===== src/rtl/fpu_pkg.sv =====
// Shared FPU definitions: special-result codes, binary32 constants and the
// divider FSM state encoding.
package fpu_pkg;

    localparam logic [1:0] FP_NORMAL = 2'b00;
    localparam logic [1:0] FP_ZERO   = 2'b01;
    localparam logic [1:0] FP_INF    = 2'b10;
    localparam logic [1:0] FP_NAN    = 2'b11;

    localparam int          FP_BIAS  = 127;
    localparam int unsigned FP_SIG_W = 24;

    typedef enum logic [1:0] {
        StIdle,
        StPrep,
        StDiv,
        StDone
    } fdiv_state_e;

endpackage


===== src/rtl/flzc24.sv =====
// Combinational leading-zero counter for a 24-bit significand; all-zero
// input reports 24.
module flzc24
    import fpu_pkg::*;
(
    input  logic [FP_SIG_W-1:0] val,
    output logic [4:0]          cnt
);

    // Ascending scan: the highest set bit is the last one to write cnt.
    always_comb begin
        cnt = 5'd24;
        for (int i = 0; i < 24; i++) begin
            if (val[i]) begin
                cnt = 5'(23 - i);
            end
        end
    end

endmodule


===== src/rtl/fdiv_seq.sv =====
// Iterative radix-2 restoring binary32 divider producing an unrounded
// sign/significand/exponent triple plus special codes for the rounder.
module fdiv_seq
    import fpu_pkg::*;
#(
    parameter int unsigned ITER = 26
) (
    input  logic        clk_i,
    input  logic        rst_i,
    input  logic        in_valid_i,
    output logic        in_ready_o,
    input  logic [31:0] a_i,
    input  logic [31:0] b_i,
    output logic        out_valid_o,
    input  logic        out_ready_i,
    output logic        sign_o,
    output logic [31:0] sig_o,
    output logic [7:0]  exp_o,
    output logic [1:0]  special_o,
    output logic        nv_o,
    output logic        dz_o,
    output logic        ovf_o,
    output logic        unf_o
);

    localparam logic signed [9:0] Bias = 10'(FP_BIAS);

    fdiv_state_e state_q, state_d;
    logic        load_ops, prep_en, div_en;

    logic [31:0]       a_q, b_q;
    logic [24:0]       r_q;
    logic [23:0]       mb_q;
    logic [24:0]       q_q;
    logic [4:0]        cnt_q;
    logic signed [9:0] e_q;

    logic        sign_q, nv_q, dz_q, ovf_q, unf_q;
    logic [31:0] sig_q;
    logic [7:0]  exp_q;
    logic [1:0]  special_q;

    // Operand classification
    logic [7:0]  ea, eb;
    logic        a_nan, b_nan, a_inf, b_inf, a_zero, b_zero;
    logic [1:0]  spec_code;
    logic        spec_nv, spec_dz, is_special;

    assign ea     = a_q[30:23];
    assign eb     = b_q[30:23];
    assign a_nan  = (ea == 8'hff) && (a_q[22:0] != 23'd0);
    assign b_nan  = (eb == 8'hff) && (b_q[22:0] != 23'd0);
    assign a_inf  = (ea == 8'hff) && (a_q[22:0] == 23'd0);
    assign b_inf  = (eb == 8'hff) && (b_q[22:0] == 23'd0);
    assign a_zero = (ea == 8'h00) && (a_q[22:0] == 23'd0);
    assign b_zero = (eb == 8'h00) && (b_q[22:0] == 23'd0);

    always_comb begin
        spec_code = FP_NORMAL;
        spec_nv   = 1'b0;
        spec_dz   = 1'b0;
        if (a_nan || b_nan || (a_zero && b_zero) || (a_inf && b_inf)) begin
            spec_code = FP_NAN;
            spec_nv   = 1'b1;
        end else if (b_zero && !a_inf) begin
            spec_code = FP_INF;
            spec_dz   = 1'b1;
        end else if (a_inf) begin
            spec_code = FP_INF;
        end else if (a_zero || b_inf) begin
            spec_code = FP_ZERO;
        end
    end

    assign is_special = (spec_code != FP_NORMAL);

    // Subnormal normalization
    logic [23:0]       ma_raw, mb_raw, ma_norm, mb_norm;
    logic [4:0]        lz_a, lz_b;
    logic signed [9:0] ea_eff, eb_eff, e_prep;

    assign ma_raw = {ea != 8'h00, a_q[22:0]};
    assign mb_raw = {eb != 8'h00, b_q[22:0]};

    flzc24 u_lzc_a (
        .val (ma_raw),
        .cnt (lz_a)
    );

    flzc24 u_lzc_b (
        .val (mb_raw),
        .cnt (lz_b)
    );

    assign ma_norm = ma_raw << lz_a;
    assign mb_norm = mb_raw << lz_b;
    assign ea_eff  = (ea == 8'h00) ? (10'sd1 - $signed({5'd0, lz_a})) : $signed({2'd0, ea});
    assign eb_eff  = (eb == 8'h00) ? (10'sd1 - $signed({5'd0, lz_b})) : $signed({2'd0, eb});
    assign e_prep  = ea_eff - eb_eff + Bias;

    // One restoring step; r < 2*mb always holds, so 24 bits of the difference suffice.
    logic              r_ge, last;
    logic [23:0]       r_sub;
    logic [24:0]       r_nx;
    logic [25:0]       q_nx;
    logic signed [9:0] exp_fin;
    logic [31:0]       sig_fin;

    assign r_ge    = (r_q >= {1'b0, mb_q});
    assign r_sub   = r_q[23:0] - mb_q;
    assign r_nx    = r_ge ? {r_sub, 1'b0} : {r_q[23:0], 1'b0};
    assign q_nx    = {q_q, r_ge};
    assign last    = (cnt_q == 5'(ITER - 1));
    assign exp_fin = q_nx[25] ? e_q : (e_q - 10'sd1);
    assign sig_fin = q_nx[25] ? {q_nx[25:1], 6'd0, q_nx[0] | (r_nx != 25'd0)}
                              : {q_nx[24:0], 6'd0, r_nx != 25'd0};

    // FSM: state register
    always_ff @(posedge clk_i or posedge rst_i) begin
        if (rst_i) begin
            state_q <= StIdle;
        end else begin
            state_q <= state_d;
        end
    end

    // FSM: next state
    always_comb begin
        state_d = state_q;
        unique case (state_q)
            StIdle: if (in_valid_i) state_d = StPrep;
            StPrep: state_d = is_special ? StDone : StDiv;
            StDiv:  if (last) state_d = StDone;
            StDone: if (out_ready_i) state_d = StIdle;
            default: state_d = StIdle;
        endcase
    end

    // FSM: outputs and datapath enables
    always_comb begin
        in_ready_o  = (state_q == StIdle);
        out_valid_o = (state_q == StDone);
        load_ops    = (state_q == StIdle) && in_valid_i;
        prep_en     = (state_q == StPrep);
        div_en      = (state_q == StDiv);
    end

    always_ff @(posedge clk_i or posedge rst_i) begin
        if (rst_i) begin
            a_q       <= '0;
            b_q       <= '0;
            r_q       <= '0;
            mb_q      <= '0;
            q_q       <= '0;
            cnt_q     <= '0;
            e_q       <= '0;
            sign_q    <= 1'b0;
            sig_q     <= '0;
            exp_q     <= '0;
            special_q <= FP_NORMAL;
            nv_q      <= 1'b0;
            dz_q      <= 1'b0;
            ovf_q     <= 1'b0;
            unf_q     <= 1'b0;
        end else begin
            if (load_ops) begin
                a_q <= a_i;
                b_q <= b_i;
            end
            if (prep_en) begin
                r_q   <= {1'b0, ma_norm};
                mb_q  <= mb_norm;
                q_q   <= '0;
                cnt_q <= '0;
                e_q   <= e_prep;
                if (is_special) begin
                    sign_q    <= a_q[31] ^ b_q[31];
                    sig_q     <= '0;
                    exp_q     <= '0;
                    special_q <= spec_code;
                    nv_q      <= spec_nv;
                    dz_q      <= spec_dz;
                    ovf_q     <= 1'b0;
                    unf_q     <= 1'b0;
                end
            end
            if (div_en) begin
                r_q   <= r_nx;
                q_q   <= q_nx[24:0];
                cnt_q <= cnt_q + 5'd1;
                if (last) begin
                    sign_q    <= a_q[31] ^ b_q[31];
                    sig_q     <= sig_fin;
                    exp_q     <= exp_fin[7:0];
                    special_q <= FP_NORMAL;
                    nv_q      <= 1'b0;
                    dz_q      <= 1'b0;
                    ovf_q     <= (exp_fin >= 10'sd255);
                    unf_q     <= (exp_fin <= 10'sd0);
                end
            end
        end
    end

    assign sign_o    = sign_q;
    assign sig_o     = sig_q;
    assign exp_o     = exp_q;
    assign special_o = special_q;
    assign nv_o      = nv_q;
    assign dz_o      = dz_q;
    assign ovf_o     = ovf_q;
    assign unf_o     = unf_q;

endmodule

===== config.mk =====
export PLATFORM = sky130hd
export DESIGN_NAME = fdiv_seq
export DESIGN_NICKNAME = d
export VERILOG_FILES = /design/src/rtl/fpu_pkg.sv /design/src/rtl/flzc24.sv /design/src/rtl/fdiv_seq.sv
export SDC_FILE = /design/constraint.sdc
export NUM_CORES = 1
export LEC_CHECK = 0
export CORE_ASPECT_RATIO = 1.1
export CORE_MARGIN = 8
export CORE_UTILIZATION = 54
export CTS_CLUSTER_SIZE = 10
export DETAILED_ROUTE_END_ITERATION = 10
export PLACE_DENSITY = 0.81
export SKIP_LAST_GASP = 1
export SYNTH_ARGS = -nofsm -noshare
export SYNTH_HDL_FRONTEND = slang
export SYNTH_HIERARCHICAL = 1
export SYNTH_SLANG_ARGS = --single-unit

===== constraint.sdc =====
create_clock -name clk_i -period 6.1 [get_ports clk_i]
set_input_delay 0.61 -clock clk_i [delete_from_list [all_inputs] [get_ports clk_i]]
set_output_delay 0.61 -clock clk_i [all_outputs]
set_load 0.02 [all_outputs]

# After elaboration in Yosys (flattened, before gate mapping)
# Cells that the tools add are included.
# totals
register_bits,202
latch_bits,0
ramBits,0
romBits,0
out_inout_bits,49
wordCells,170
mem_count,0
# classes
add_sub_neg,7
mul,0
div_mod_pow,0
order_cmp,3
n_eq_ne,9
n_shift,2
muxes,103
bitwise,2
n_reduce_logical,28
# ops
cell,count
2-to-1 mux 5 bit,34
2-to-1 mux 32 bit,5
2-to-1 mux 25 bit,5
2-to-1 mux 4 bit,16
left shift 24 x 5 -> 24 bit,2
zero test 23 bit,2
nonzero test 23 bit,2
2-to-1 mux 8 bit,4
2-to-1 mux 10 bit,3
>= comparator 25 x 24 -> 1 bit,1
2-to-1 mux 1 bit,25
nonzero test 25 bit,1
subtractor 24 bit,1
2-to-1 mux 2 bit,10
"equality test 8 bit, second input constant",2
zero test 8 bit,2
nonzero test 8 bit,2
"subtractor 1 x 5 -> 6 bit, first input constant",2
"adder 10 x 8 -> 10 bit, second input constant",1
">= comparator 10 x 9 -> 1 bit, second input constant",1
"less-or-equal comparator 10 x 1 -> 1 bit, second input constant",1
logical AND 1 bit,10
subtractor 10 bit,1
"subtractor 10 x 2 -> 10 bit, second input constant",1
14 further kinds,20

# Logic depth before layout (Yosys ltp)
# logic_depth
ltp_word,28
mapped_depth,24

# By module
# Netlist, hierarchy kept.
# by_module_without_submodules
module,instances,cells_per_inst,area_each_um2,seq_area_each_um2
fdiv_seq,1,1418,13291.5,5054.8
flzc24,2,48,265.3,0.0

# Least setup slack after synthesis
# OpenSTA, ideal clock, no wires.
# synth_timing
kind,flip-flop to flip-flop
start,reg b_q[27]
end,reg e_q[9]
arrival_time_ps,4407
t_required_ps,5964
slack_ps,1557
stages_incl_launch_ff,24
path_cell_list,dfrtp_1 nor4_1 nand2_1 nor3_1 inv_1 nor2_1 o21ai_0 a31oi_1 clkbuf_1 inv_1 clkbuf_1 clkbuf_1 ha_1 a21oi_1 ha_1 fa_1 a21o_1 a21oi_1 o21bai_1 a21oi_1 o21bai_1 a21oi_1 xnor2_1 a21oi_1
# synth_between
elab_chain_len,6
# synth_lines
element,line_no,text
from (decl),fdiv_seq.sv:31,"logic [31:0] a_q, b_q;"
from (signal assigned),fdiv_seq.sv:168,b_q <= b_i;
nonzero test 8 bit,fdiv_seq.sv:83,"assign mb_raw = {eb != 8'h00, b_q[22:0]};"
named net mb_raw[23],fdiv_seq.sv:78,"logic [23:0] ma_raw, mb_raw, ma_norm, mb_norm;"
2-to-1 mux 5 bit,flzc24.sv:14,if (val[i]) begin
named net lz_b[1],fdiv_seq.sv:79,"logic [4:0] lz_a, lz_b;"
subtractor 1 x 5 -> 6 bit,fdiv_seq.sv:98,"assign eb_eff = (eb == 8'h00) ? (10'sd1 - $signed({5'd0, lz_b})) : $signed({2'd0, eb});"
2-to-1 mux 10 bit,fdiv_seq.sv:98,
subtractor 10 bit,fdiv_seq.sv:99,assign e_prep = ea_eff - eb_eff + Bias;
adder 10 x 8 -> 10 bit,fdiv_seq.sv:99,
to (signal assigned),fdiv_seq.sv:175,e_q <= e_prep;
to (decl),fdiv_seq.sv:36,logic signed [9:0] e_q;
# The timed path passes the listed nets, and every way through them passes these cells.
# A chain may end at the register's enable or synchronous reset.

# Worst setup path after layout
# layout_timing
start,reg a_q[27]
end,reg e_q[9]
# layout_between
elab_chain_len,6
# layout_lines
element,line_no,text
from (decl),fdiv_seq.sv:31,
from (signal assigned),fdiv_seq.sv:167,a_q <= a_i;
nonzero test 8 bit,fdiv_seq.sv:82,"assign ma_raw = {ea != 8'h00, a_q[22:0]};"
named net ma_raw[23],fdiv_seq.sv:78,
2-to-1 mux 5 bit,flzc24.sv:14,
named net lz_a[2],fdiv_seq.sv:79,
subtractor 1 x 5 -> 6 bit,fdiv_seq.sv:97,"assign ea_eff = (ea == 8'h00) ? (10'sd1 - $signed({5'd0, lz_a})) : $signed({2'd0, ea});"
2-to-1 mux 10 bit,fdiv_seq.sv:97,
subtractor 10 bit,fdiv_seq.sv:99,
adder 10 x 8 -> 10 bit,fdiv_seq.sv:99,
# The timed path passes the listed nets, and every way through them passes these cells.

==> metrics.log <==
INFO  metric outcome = finished clean
INFO  metric regToRegEndpoint = e_q[9]
INFO  metric route.antenna.remaining_nets = 0
INFO  metric cts.clk_slew.worst_paths = 0.06 ns
INFO  metric start_kind = flip-flop
INFO  metric critical_path_peak_fanout = 22
INFO  metric postSynthCellCount = 1,514
INFO  metric post_route_cells_drive_above_1_share = 0.1205
INFO  metric wl_per_cell = between 15 and 20 um
INFO  metric grt_start_max_net_pins = 193
INFO  metric clock_tree.root_cell = sky130_fd_sc_hd__clkbuf_16
INFO  metric setup_tns = 0 ns
INFO  metric wirelength_met1 = 15,910 um
INFO  metric timing.hold.worst.class = input port to asynchronous set/reset pin
INFO  metric stdcell_area = 15,820 um2
INFO  metric synth_seq_area_share = 0.3657
INFO  metric maxSlewViolCount = 0
INFO  metric routed-via-count = 11.95k
INFO  metric gp_congestion = approximately 1
INFO  metric timing.critical_path.required = 6.49 ns
INFO  metric hold_violations_final = 0
INFO  metric postRouteWirelength = 36,740 um
INFO  metric netSwitchingPower = 0.004254 W
INFO  metric max_clock_freq = between 150 and 200 MHz
INFO  metric proportion_of_netlist_area_held_by_the_largest_area_contributor = 0.3657
INFO  metric post-route-min-period = 5.244 ns
INFO  metric worst-slew-pin-transition = 1.217 ns
INFO  metric slew_headroom = 0.1885
INFO  metric finalCritPeriodShare = 0.8597
INFO  metric detail_route.vias_per_cell = 6.187
INFO  metric drt_pre_antenna_iters = 5
INFO  metric cts.repair.resized = 0
INFO  metric internal_power = 0.004655 W
INFO  metric yosys-top-cells-area = sky130_fd_sc_hd__dfrtp_1, sky130_fd_sc_hd__mux2_2, sky130_fd_sc_hd__mux2i_1
INFO  metric combined_area_of_all_synthesized_cells = 13,820 um2
INFO  metric fp.coreArea = 25,260 um2
INFO  metric grt_antenna_before_repair = 0
INFO  metric insertedDiodeCount = 0
INFO  metric rsz0062_at_grt = no
INFO  metric p_leak = 6.469 nW
INFO  metric synth.largest_area_cell = sky130_fd_sc_hd__dfrtp_1
INFO  metric critPathKind = flip-flop to flip-flop
INFO  metric async_flop_share = 1.000
INFO  metric die_ar = between 30,000 and 40,000 um2
INFO  metric met3_wirelength = 2485 um
INFO  metric start_util = 0.5471
INFO  metric clkSinkCount = 202
INFO  metric worst_ep_arrival_time = 5.63 ns
INFO  metric floorplan.rows = slightly above 60
INFO  metric avgSynthCellArea = 9.129 um2
INFO  metric ir_drop_worst_case_vdd = 403.6 uV
INFO  metric globalRouteOverflowTotal = 0
INFO  metric drv.max_cap_violation_count = 0
INFO  metric power_density = roughly 560 nW/um2
INFO  metric distinct_cell_type_count_after_synthesis = 90
INFO  metric clock_tree_buf_depth = 3
INFO  metric ys_warn_count = 6
INFO  metric nets = 1,697
INFO  metric worst_r2r_startpoint = a_q[27]
INFO  metric pin_count = 117
INFO  metric number_of_global_route_vias_before_repair = 11.56k
INFO  metric grt_pass1_wl = 59,910 um
INFO  metric dp_hpwl = ~27,000 um
INFO  metric power.share.combinational = 0.582
INFO  metric ys_ff_latch = between 200 and 250
INFO  metric die_height = between 150 and 200 um
INFO  metric finalCoreUtilization = 0.6263
INFO  metric netSwitchingFraction = 0.4775
INFO  metric cts_post_setup_buffers_inserted = 0
INFO  metric r2r_worst_path_depth = 18
INFO  metric crit_end_element = flip-flop
INFO  metric cts_made_buffers = 25
INFO  metric power_frac_clock = 0.146
INFO  metric placed_area = approximately 15,000 um2
INFO  metric postSynth.topFlopCell = sky130_fd_sc_hd__dfrtp_1
INFO  metric r2r_slack = 0.86 ns
INFO  metric drc = 0
INFO  metric cts_tree = yes
INFO  metric route.met2.wl = 16,890 um
INFO  metric mappedNetlistNets = 1,634
INFO  metric power_frac_seq = 0.272
INFO  metric hold_buffers = 0
INFO  metric worst_skew_pair.late_latency = about 0.54 ns
INFO  metric finalPower = about 0.009 W
INFO  metric setup_violations = 0
INFO  metric port_buffers = between 100 and 150
INFO  metric first_iter_violations = 1,085
INFO  metric top_layer = met4
INFO  metric htreeDepth = 1
INFO  metric synth_enable_flop_cells = 0
INFO  metric die-width = 168.5 um
INFO  metric area_growth = 14.47%
INFO  metric finClkSkew = 0.01199 ns
INFO  metric grt_util_all_layers = 0.2345
[logic make-up after synthesis]
| logic type | after synthesis | synth area share |
|---|---|---|
| adder cells (fa/ha/maj) | 52 | 0.04816 |
| AO/OA/AOI/OAI | 426 | 0.2046 |
| buffers and inverters | 168 | 0.05404 |
| flip-flops | 202 | 0.3657 |
| multiplexers | 169 | 0.1408 |
| XOR/XNOR | 36 | 0.02281 |
| AND/OR/NAND/NOR | 461 | 0.1639 |
[synthesized netlist by cell type, types with 24 or more instances]
library cell and number:
sky130_fd_sc_hd__nand3_1 55, sky130_fd_sc_hd__clkbuf_1 58, sky130_fd_sc_hd__ha_1 50, sky130_fd_sc_hd__o22ai_1 27
sky130_fd_sc_hd__mux2i_1 74, sky130_fd_sc_hd__o21ai_0 100, sky130_fd_sc_hd__a211oi_1 30, sky130_fd_sc_hd__a21oi_1 92
sky130_fd_sc_hd__nor2_1 134, sky130_fd_sc_hd__inv_1 65, sky130_fd_sc_hd__nand2_1 91, sky130_fd_sc_hd__nor3_1 43
sky130_fd_sc_hd__a22o_1 27, sky130_fd_sc_hd__nor4_1 32, sky130_fd_sc_hd__xnor2_1 24, sky130_fd_sc_hd__mux2_2 83
sky130_fd_sc_hd__dfrtp_1 202
[state kept, by name, indices dropped and copies added, names as in the netlist]
name	flops
sig_o	32
b_q	32
mb_q	24
unf_o	1
sign_o	1
e_q	10
exp_o	8
ovf_o	1
a_q	32
dz_o	1
q_q	25
nv_o	1
state_q	2
special_o	2
r_q	25
cnt_q	5
[placed cells by master (no fill, tap or decap), types with 7 or more instances in the layout]
| cell type | instances |
|---|---|
| sky130_fd_sc_hd__o211ai_1 | 11 |
| sky130_fd_sc_hd__a22o_1 | 27 |
| sky130_fd_sc_hd__inv_1 | 64 |
| sky130_fd_sc_hd__mux2i_1 | 74 |
| sky130_fd_sc_hd__o21a_1 | 7 |
| sky130_fd_sc_hd__nor2b_1 | 23 |
| sky130_fd_sc_hd__clkbuf_16 | 25 |
| sky130_fd_sc_hd__mux2_2 | 83 |
| sky130_fd_sc_hd__o221ai_1 | 8 |
| sky130_fd_sc_hd__nor4_1 | 32 |
| sky130_fd_sc_hd__mux4_2 | 12 |
| sky130_fd_sc_hd__nand4_1 | 15 |
| sky130_fd_sc_hd__a21o_1 | 11 |
| sky130_fd_sc_hd__o31ai_1 | 10 |
| sky130_fd_sc_hd__o21ai_0 | 100 |
| sky130_fd_sc_hd__xnor2_1 | 24 |
| sky130_fd_sc_hd__nand2_1 | 90 |
| sky130_fd_sc_hd__a211oi_1 | 30 |
| sky130_fd_sc_hd__o21bai_1 | 13 |
| sky130_fd_sc_hd__buf_4 | 19 |
| sky130_fd_sc_hd__o22ai_1 | 27 |
| sky130_fd_sc_hd__xor2_1 | 12 |
| sky130_fd_sc_hd__nand3_1 | 55 |
| sky130_fd_sc_hd__ha_1 | 49 |
| sky130_fd_sc_hd__a21oi_1 | 92 |
| sky130_fd_sc_hd__a31oi_1 | 17 |
| sky130_fd_sc_hd__and3_1 | 9 |
| sky130_fd_sc_hd__nor2_1 | 131 |
| sky130_fd_sc_hd__nor3_1 | 43 |
| sky130_fd_sc_hd__clkdlybuf4s50_1 | 116 |
| sky130_fd_sc_hd__a21boi_0 | 7 |
| sky130_fd_sc_hd__dfrtp_1 | 202 |
| sky130_fd_sc_hd__nand2b_1 | 13 |
| sky130_fd_sc_hd__o21ai_1 | 7 |
[worst max path at each step]
stage | depth (start not counted) | end | slack [ns] | start
after floorplan | 23 | e_q[9] | 1.56 | b_q[27]
after global placement | 18 | e_q[9] | 1.09 | a_q[27]
after detailed placement | 18 | e_q[9] | 0.91 | a_q[27]
after CTS | 18 | e_q[9] | 0.91 | a_q[27]
after global routing | 18 | e_q[9] | 0.54 | a_q[27]
final | 18 | e_q[9] | 0.86 | a_q[27]
[worst max-delay path, cell delays in order (launching register included)]
cell                       delay (ns)
sky130_fd_sc_hd__dfrtp_1         0.41
sky130_fd_sc_hd__nor4_2          0.42
sky130_fd_sc_hd__nand4_2         0.30
sky130_fd_sc_hd__nor3_1          0.33
sky130_fd_sc_hd__a21boi_1        0.20
sky130_fd_sc_hd__buf_4           0.26
sky130_fd_sc_hd__clkinv_1        0.47
sky130_fd_sc_hd__ha_1            0.47
sky130_fd_sc_hd__a41o_1          0.22
sky130_fd_sc_hd__ha_1            0.32
sky130_fd_sc_hd__fa_1            0.47
sky130_fd_sc_hd__a21o_1          0.20
sky130_fd_sc_hd__a21oi_1         0.22
sky130_fd_sc_hd__o21bai_1        0.09
sky130_fd_sc_hd__a21oi_1         0.22
sky130_fd_sc_hd__o21bai_1        0.09
sky130_fd_sc_hd__a21oi_1         0.17
sky130_fd_sc_hd__xnor2_1         0.13
sky130_fd_sc_hd__a21oi_1         0.08
[power by group through the flow]
stage | Sequential (W) | Clock (W) | Combinational [W]
2_1_floorplan | 0.00219 | 0 | 0.00411
3_3_place_gp | 0.00238 | 0 | 0.00498
3_5_place_dp | 0.00243 | 0 | 0.00508
4_1_cts | 0.00241 | 0.00133 | 0.00512
5_1_grt | 0.00249 | 0.00138 | 0.00569
6_report | 0.00243 | 0.00130 | 0.00519
[final cells by class]
cell class / count / area (um2)
flip-flops and latches: 202 / 5055
fillers: 2130 / 9440
multi-input cells: 1144 / 8056
clock buffers: 31 / 658.1
inverters: 68 / 259.0
repair buffers: 136 / 1324
well taps: 346 / 432.9
clock inverters: 4 / 37.54
[per-layer routing]
layer | global-route usage | up-vias
met1 | 0.3092 | 5674
met5 | 0 | -
met2 | 0.3788 | 463
li1 | - | 5719
met4 | 0.09828 | 0
met3 | 0.03866 | 91
[metrics by stage]
step                hold WS, ns  setup slack [ns]  instances
floorplan                0.4807             1.557       1514
finish                   0.3858            0.8560       1931
detailed placement       0.4914            0.9142       1896
CTS                      0.3946            0.9123       1931
global placement         0.4825             1.087       1896
global route             0.4231            0.5362       1931
Note: power is estimated with default switching activity, not from simulation.
